## src/rtl/sdram_cache_pkg.sv

```systemverilog
// Shared types and size helpers for the direct-mapped SDRAM read cache.
// SDRAM widths mirror the sdram_controller defaults.
package sdram_cache_pkg;

  localparam int SDRAM_DATA_BITS = 32;
  localparam int SDRAM_ADDR_BITS = 24;

  typedef enum logic [2:0] {
    S_IDLE    = 3'd0,
    S_LOOKUP  = 3'd1,
    S_MISS    = 3'd2,
    S_WAIT_RD = 3'd3,
    S_WR      = 3'd4,
    S_WAIT_WR = 3'd5,
    S_ACK     = 3'd6
  } state_e;

  function automatic int index_bits(input int lines);
    return $clog2(lines);
  endfunction

  // cpu_addr is one bit narrower than mem_addr (32-bit words on a 16-bit bus)
  function automatic int tag_bits(input int lines, input int addr_bits);
    return addr_bits - 1 - $clog2(lines);
  endfunction

endpackage

```

## src/rtl/sdram_cache_line_array.sv

```systemverilog
// Valid/tag/data storage for the read cache: combinational read by index,
// single write port with byte-enable merge, valid bits clearable in one cycle.
module sdram_cache_line_array #(
  parameter  int LINES     = 64,
  parameter  int DATA_BITS = 32,
  parameter  int TAG_BITS  = 17,
  localparam int IDX_BITS  = $clog2(LINES),
  localparam int BE_BITS   = DATA_BITS / 8
) (
  input  logic                 clk,
  input  logic                 reset_n,
  input  logic                 clear_all_i,
  input  logic [IDX_BITS-1:0]  rd_index_i,
  output logic                 rd_valid_o,
  output logic [TAG_BITS-1:0]  rd_tag_o,
  output logic [DATA_BITS-1:0] rd_data_o,
  input  logic                 wr_en_i,
  input  logic                 wr_set_valid_i,
  input  logic [IDX_BITS-1:0]  wr_index_i,
  input  logic [TAG_BITS-1:0]  wr_tag_i,
  input  logic [BE_BITS-1:0]   wr_be_i,
  input  logic [DATA_BITS-1:0] wr_data_i
);

  logic [LINES-1:0]     valid_q;
  logic [TAG_BITS-1:0]  tag_q  [LINES];
  logic [DATA_BITS-1:0] data_q [LINES];

  // clear_all wins over a same-cycle fill so a flushed line never survives
  always_ff @(posedge clk or negedge reset_n) begin
    if (!reset_n) begin
      valid_q <= '0;
    end else if (clear_all_i) begin
      valid_q <= '0;
    end else if (wr_en_i && wr_set_valid_i) begin
      valid_q[wr_index_i] <= 1'b1;
    end
  end

  always_ff @(posedge clk) begin
    if (wr_en_i) begin
      tag_q[wr_index_i] <= wr_tag_i;
      for (int b = 0; b < BE_BITS; b++) begin
        if (wr_be_i[b]) data_q[wr_index_i][b*8 +: 8] <= wr_data_i[b*8 +: 8];
      end
    end
  end

  assign rd_valid_o = valid_q[rd_index_i];
  assign rd_tag_o   = tag_q[rd_index_i];
  assign rd_data_o  = data_q[rd_index_i];

endmodule

```

## src/rtl/sdram_read_cache.sv

```systemverilog
// Direct-mapped, write-through, one-word-per-line cache in front of sdram_controller.
//   state     | meaning
//   S_IDLE    | waiting for cpu_cs
//   S_LOOKUP  | index the line array, decide hit/miss/write
//   S_MISS    | mem_cs for the refill read
//   S_WAIT_RD | waiting for refill mem_ack, then fill line
//   S_WR      | mem_cs for the forwarded write, merge into line on hit
//   S_WAIT_WR | waiting for write mem_ack
//   S_ACK     | cpu_ack pulse, apply any pending flush
module sdram_read_cache
  import sdram_cache_pkg::*;
#(
  parameter  int CACHE_LINES = 64,
  parameter  int DATA_BITS   = SDRAM_DATA_BITS,
  parameter  int ADDR_BITS   = SDRAM_ADDR_BITS,
  localparam int IDX_BITS    = index_bits(CACHE_LINES),
  localparam int TAG_BITS    = tag_bits(CACHE_LINES, ADDR_BITS),
  localparam int BE_BITS     = DATA_BITS / 8
) (
  input  logic                 clk,
  input  logic                 reset_n,
  input  logic                 sync_reset_i,
  input  logic                 flush_i,
  input  logic                 cpu_cs_i,
  input  logic                 cpu_read0_write1_i,
  input  logic [BE_BITS-1:0]   cpu_byteenable_i,
  input  logic [ADDR_BITS-2:0] cpu_addr_i,
  input  logic [DATA_BITS-1:0] cpu_write_data_i,
  output logic                 cpu_ack_o,
  output logic [DATA_BITS-1:0] cpu_read_data_o,
  output logic                 busy_o,
  output logic                 mem_cs_o,
  output logic [BE_BITS-1:0]   mem_byteenable_o,
  output logic                 mem_read0_write1_o,
  output logic [ADDR_BITS-1:0] mem_addr_o,
  output logic [DATA_BITS-1:0] mem_write_data_o,
  input  logic                 mem_ack_i,
  input  logic [DATA_BITS-1:0] mem_read_data_i
);

  state_e               state_q;
  logic [ADDR_BITS-2:0] addr_q;
  logic                 dir_q;
  logic [BE_BITS-1:0]   be_q;
  logic [DATA_BITS-1:0] wdata_q;
  logic                 hit_q;
  logic                 flush_pending_q;
  logic                 cpu_ack_q;
  logic [DATA_BITS-1:0] rdata_q;
  logic                 mem_cs_q;
  logic [BE_BITS-1:0]   mem_be_q;
  logic                 mem_dir_q;
  logic [ADDR_BITS-1:0] mem_addr_q;
  logic [DATA_BITS-1:0] mem_wdata_q;

  logic [IDX_BITS-1:0]  req_index;
  logic [TAG_BITS-1:0]  req_tag;
  logic                 line_valid;
  logic [TAG_BITS-1:0]  line_tag;
  logic [DATA_BITS-1:0] line_data;
  logic                 lookup_hit;

  logic                 clear_all_d;
  logic                 arr_wr_en_d;
  logic                 arr_set_valid_d;
  logic [BE_BITS-1:0]   arr_be_d;
  logic [DATA_BITS-1:0] arr_data_d;

  assign req_index  = addr_q[IDX_BITS-1:0];
  assign req_tag    = addr_q[ADDR_BITS-2:IDX_BITS];
  assign lookup_hit = line_valid && (line_tag == req_tag);

  // Fill on refill ack, merge on a write that hit; a pending flush is applied
  // on the way out of S_ACK, after the fill, so the filled line ends invalid.
  always_comb begin
    clear_all_d     = sync_reset_i
                    || (flush_i && state_q == S_IDLE)
                    || (state_q == S_ACK && (flush_pending_q || flush_i));
    arr_wr_en_d     = 1'b0;
    arr_set_valid_d = 1'b0;
    arr_be_d        = be_q;
    arr_data_d      = wdata_q;
    if (!sync_reset_i) begin
      if (state_q == S_WAIT_RD && mem_ack_i) begin
        arr_wr_en_d     = 1'b1;
        arr_set_valid_d = 1'b1;
        arr_be_d        = '1;
        arr_data_d      = mem_read_data_i;
      end else if (state_q == S_WR && hit_q) begin
        arr_wr_en_d     = 1'b1;
      end
    end
  end

  sdram_cache_line_array #(
    .LINES     (CACHE_LINES),
    .DATA_BITS (DATA_BITS),
    .TAG_BITS  (TAG_BITS)
  ) u_lines (
    .clk            (clk),
    .reset_n        (reset_n),
    .clear_all_i    (clear_all_d),
    .rd_index_i     (req_index),
    .rd_valid_o     (line_valid),
    .rd_tag_o       (line_tag),
    .rd_data_o      (line_data),
    .wr_en_i        (arr_wr_en_d),
    .wr_set_valid_i (arr_set_valid_d),
    .wr_index_i     (req_index),
    .wr_tag_i       (req_tag),
    .wr_be_i        (arr_be_d),
    .wr_data_i      (arr_data_d)
  );

  always_ff @(posedge clk or negedge reset_n) begin
    if (!reset_n) begin
      state_q         <= S_IDLE;
      addr_q          <= '0;
      dir_q           <= 1'b0;
      be_q            <= '0;
      wdata_q         <= '0;
      hit_q           <= 1'b0;
      flush_pending_q <= 1'b0;
      cpu_ack_q       <= 1'b0;
      rdata_q         <= '0;
      mem_cs_q        <= 1'b0;
      mem_be_q        <= '0;
      mem_dir_q       <= 1'b0;
      mem_addr_q      <= '0;
      mem_wdata_q     <= '0;
    end else if (sync_reset_i) begin
      state_q         <= S_IDLE;
      flush_pending_q <= 1'b0;
      cpu_ack_q       <= 1'b0;
      mem_cs_q        <= 1'b0;
    end else begin
      cpu_ack_q <= 1'b0;
      mem_cs_q  <= 1'b0;
      if (state_q == S_ACK) begin
        flush_pending_q <= 1'b0;
      end else if (flush_i && state_q != S_IDLE) begin
        flush_pending_q <= 1'b1;
      end
      case (state_q)
        S_IDLE: begin
          if (cpu_cs_i) begin
            addr_q  <= cpu_addr_i;
            dir_q   <= cpu_read0_write1_i;
            be_q    <= cpu_byteenable_i;
            wdata_q <= cpu_write_data_i;
            state_q <= S_LOOKUP;
          end
        end
        S_LOOKUP: begin
          hit_q <= lookup_hit;
          if (dir_q) begin
            mem_cs_q    <= 1'b1;
            mem_dir_q   <= 1'b1;
            mem_be_q    <= be_q;
            mem_addr_q  <= {addr_q, 1'b0};
            mem_wdata_q <= wdata_q;
            state_q     <= S_WR;
          end else if (lookup_hit) begin
            rdata_q   <= line_data;
            cpu_ack_q <= 1'b1;
            state_q   <= S_ACK;
          end else begin
            mem_cs_q    <= 1'b1;
            mem_dir_q   <= 1'b0;
            mem_be_q    <= '1;
            mem_addr_q  <= {addr_q, 1'b0};
            mem_wdata_q <= wdata_q;
            state_q     <= S_MISS;
          end
        end
        S_MISS:  state_q <= S_WAIT_RD;
        S_WR:    state_q <= S_WAIT_WR;
        S_WAIT_RD: begin
          if (mem_ack_i) begin
            rdata_q   <= mem_read_data_i;
            cpu_ack_q <= 1'b1;
            state_q   <= S_ACK;
          end
        end
        S_WAIT_WR: begin
          if (mem_ack_i) begin
            cpu_ack_q <= 1'b1;
            state_q   <= S_ACK;
          end
        end
        S_ACK:   state_q <= S_IDLE;
        default: state_q <= S_IDLE;
      endcase
    end
  end

  assign busy_o             = (state_q != S_IDLE);
  assign cpu_ack_o          = cpu_ack_q;
  assign cpu_read_data_o    = rdata_q;
  assign mem_cs_o           = mem_cs_q;
  assign mem_byteenable_o   = mem_be_q;
  assign mem_read0_write1_o = mem_dir_q;
  assign mem_addr_o         = mem_addr_q;
  assign mem_write_data_o   = mem_wdata_q;

endmodule

```

## config.mk

```make
export PLATFORM = sky130hd
export DESIGN_NAME = sdram_read_cache
export DESIGN_NICKNAME = d
export VERILOG_FILES = /design/src/rtl/sdram_cache_pkg.sv /design/src/rtl/sdram_cache_line_array.sv /design/src/rtl/sdram_read_cache.sv
export SDC_FILE = /design/constraint.sdc
export NUM_CORES = 2
export LEC_CHECK = 0
export CAP_MARGIN = 0
export CORE_MARGIN = 5
export CORE_UTILIZATION = 40
export CTS_CLUSTER_DIAMETER = 120
export DETAILED_ROUTE_END_ITERATION = 12
export SLEW_MARGIN = 10
export SYNTH_ARGS = -nofsm -noshare
export SYNTH_HDL_FRONTEND = slang
export SYNTH_SLANG_ARGS = --single-unit
export TNS_END_PERCENT = 50
```

## constraint.sdc

```tcl
create_clock -name clk -period 5.3 [get_ports clk]
set_input_delay 1.06 -clock clk [delete_from_list [all_inputs] [get_ports clk]]
set_output_delay 1.06 -clock clk [all_outputs]
set_load 0.05 [all_outputs]
```

==> impl_metrics.ini <==
[clocking]
cts_hold_buf = 0
cts.clk_slew.worst_paths_ns = 0.06
htreeDepth = 5
cts_setup_buffers = 0
clkSinkCount = 3359
cts_resized = 0
cts_made_buffers = 334
cts_buffer_depth = 4
clock_latency_ns = 0.91
root_buffer = clkbuf_16
cts_tree = done

[timing]
period_share_pct = 99.0
worstMarginPinSlew_ns = 1.51
finalClockSkew_ns = 0.0788
setup_violations = 0
holdWs_ns = 0.204
final-hold-violation-count = 0
rsz0062_at_grt = no
slew_violations = 4
fmax_ghz = 0.191
max_slew_margin_pct = -1.93
period_minus_slack_ns = 5.24

[logic_synthesis]
ys_async_sr_fraction_pct = 6.64
synth_top_area_share_pct = 73.4
synth_cells = 7324
synthFlopType = edfxtp_1
ys_warn_count = 0
synth_cell_types = 87
ys_ff_latch = 3359
ys_top_cells_by_area = edfxtp_1, dfrtp_1, a22oi_1
syn_area_per_cell_sq_um = 17.5
synth-edff-count = 3136
seq_area_frac_synth_pct = 77.7
yosysTopAreaCell = edfxtp_1
synth_area_sq_mm = 0.128
syn_nets = 7422

[layout]
layout.nets = 8128
instances_no_fill = 12600
drive_gt1_share_pct = 20.9
areaGrowthSynthToFinish_pct = 17.4

[hold_path]
holdCritPathClass = in2async

[placement]
gp_congestion = 0.991
placed_cells = 12000
dp_hpwl_um = 271000
port_buffers = 192

[setup_path]
crit_fanout = 33
critPathRequiredTime_ns = 6.07
crit_family = simple AND/OR/NAND/NOR gates
slowest_stage = dfrtp_4
crit_chain = buf_12 > nor2b_4 > buf_4 > a2111oi_1 > clkdlybuf4s18_2 > a311oi_1 > buf_4 > a31o_2 > nand4_1 > nor4b_1 > nand4_1 > nand2_4 > buf_12 > mux2_1
cp-end-kind = register
cp_num_buf_inv = 5
worstPathArrival_ns = 6.01
critPathMaxStageDelay_ns = 0.77
cp-start-kind = register
criticalPathCategory = reg2reg

[global_routing]
grt_overflow = 0
grt_max_degree = 99
antenna_found_initial = 11
track_usage_pct = 25.4
grt_pass1_wl_um = 605000
first_global_vias = 76600

[route]
drc = 0
drt_iter0_drc = 12000
ant_nets = 0
vias = 79000
viasPerCell = 6.28
wire_per_inst_um = 34.6
routed_wl_um = 435000
firstDrtPassIters = 6

[floorplanning]
fp.dieW_um = 576
design.die.area_sq_mm = 0.332
rows = 208
io_pins = 194
start_util_pct = 40.1
core-area_sq_mm = 0.320
fp.dieH_um = 576

[pwr]
leakage_nw = 48.6
p_per_area_mw_per_mm2 = 548
ir_worst_vdd_mv = 0.366

[job]
maxCapViolCount = 1

[run_status]
status = finished, violations left
failed_checks = capacitance limit, slew limit
[layer usage]
layer | part of all wire (%) | global-route usage, % | vias to the layer above | routed length [um]
met5 | 0.0092 | 0 | - | 40
met4 | 6.5 | 13.8 | 6 | 28300
met3 | 10 | 5.40 | 1096 | 45500
met2 | 46 | 39.0 | 5273 | 198000
met1 | 37 | 34.1 | 41100 | 163000
li1 | - | - | 31600 | -
[cells in the mapped netlist (22+ instances only)]
master	n
buf_6	32
a221oi_1	261
a21oi_1	190
nand2_1	222
nor2_1	270
nand4_1	120
a41oi_1	40
nor3_1	286
mux2_1	44
dfrtp_1	223
o211ai_1	34
o221ai_1	22
clkbuf_1	347
mux2i_1	186
mux2_4	27
o21ai_0	104
buf_1	79
a22o_1	113
mux4_2	133
nand3_1	25
o22ai_1	43
buf_2	86
a31oi_1	85
edfxtp_1	3136
a221o_1	23
mux2_2	165
a22oi_1	716
[worst register-to-register path, cell delays in order (launching register included)]
cell and delay, ns:
dfrtp_4 0.77, buf_12 0.31, nor2b_4 0.73, buf_4 0.38, a2111oi_1 0.13, clkdlybuf4s18_2 0.29
a311oi_1 0.40, buf_4 0.20, a31o_2 0.16, nand4_1 0.09, nor4b_1 0.33, nand4_1 0.38
nand2_4 0.32, buf_12 0.25, mux2_1 0.39
[report_power, final]
part	switching [mW]	internal, mW	total, mW
clock	9.97	13.4	23.4
sequential	0.820	32.5	33.4
combinational	18.6	7.33	25.9
total	29.3	53.3	82.6
[placed cells by master (no fill, tap or decap), types with 120 or more instances in the layout]
cell	n
nor2_1	202
mux2i_1	186
dfrtp_1	200
nand4_1	120
buf_4	681
clkdlybuf4s50_1	191
nor3_1	282
a21oi_1	189
nand2_1	177
edfxtp_1	3136
a221oi_1	261
clkbuf_16	344
a22oi_1	716
mux2_2	165
mux4_2	133
[per-stage QoR]
| step | TNS [ns] | power, mW | setup WS [ns] | utilization (%) | instance area (sq um) |
|---|---|---|---|---|---|
| floorplan | 0 | 46.5 | 1.33 | - | 128000 |
| detailed placement | 0 | 59.1 | 0.208 | 43.7 | 140000 |
| global route | 0 | 84.4 | 0.0245 | 47.0 | 151000 |
| global placement | -11.33 | 58.9 | -0.254 | 43.7 | 140000 |
| CTS | 0 | 82.2 | 0.184 | 47.0 | 151000 |
| finish | 0 | 82.6 | 0.0553 | 47.0 | 151000 |
[cells by family after synthesis]
family / synth area share [%]
xor gates and xnor gates: 0.0887
buffers and inverters: 2.08
other: 0.00292
AOI/OAI and AO/OA: 10.1
DFF: 77.7
muxes: 5.93
and+or+nand+nor: 4.03
[cell type report]
cell class / count / area [sq um]
Multi-Input combinational cell: 3380 / 26500
Tap cell: 4305 / 5390
Timing Repair Buffer: 937 / 8310
Fill cell: 26900 / 170000
Clock buffer: 404 / 8960
Sequential cell: 3359 / 99800
Antenna cell: 3 / 7.51
Clock inverter: 179 / 1630
Inverter: 18 / 72.6
[flip-flops by register name, summed over array words and instances (netlist names), 3 cells and up]
register / flops
addr_q: 23
be_q: 4
cpu_read_data_o: 32
mem_addr_o: 23
mem_byteenable_o: 4
mem_write_data_o: 32
state_q: 3
u_lines.data_q: 2048
u_lines.tag_q: 1088
u_lines.valid_q: 64
wdata_q: 32
[worst paths after layout]
path,startpoint,endpoint,slack (ns),cells past startpoint
worst max-delay path,addr_q[1]$_DFFE_PN0P_,mem_write_data_o[20]$_DFFE_PN0P_,0.06,14
worst min-delay path,reset_n,mem_addr_o[17]$_DFFE_PN0P_,0.20,1
worst max register to register,addr_q[1]$_DFFE_PN0P_,mem_write_data_o[20]$_DFFE_PN0P_,0.06,14
worst min register to register,mem_write_data_o[6]$_DFFE_PN0P_,mem_write_data_o[6]$_DFFE_PN0P_,0.49,1
max in group asynchronous,reset_n,u_lines.valid_q[18]$_DFFE_PN0P_,3.91,2
min in group clk,mem_write_data_o[6]$_DFFE_PN0P_,mem_write_data_o[6]$_DFFE_PN0P_,0.49,1
Power figures use the tool's default switching activity.
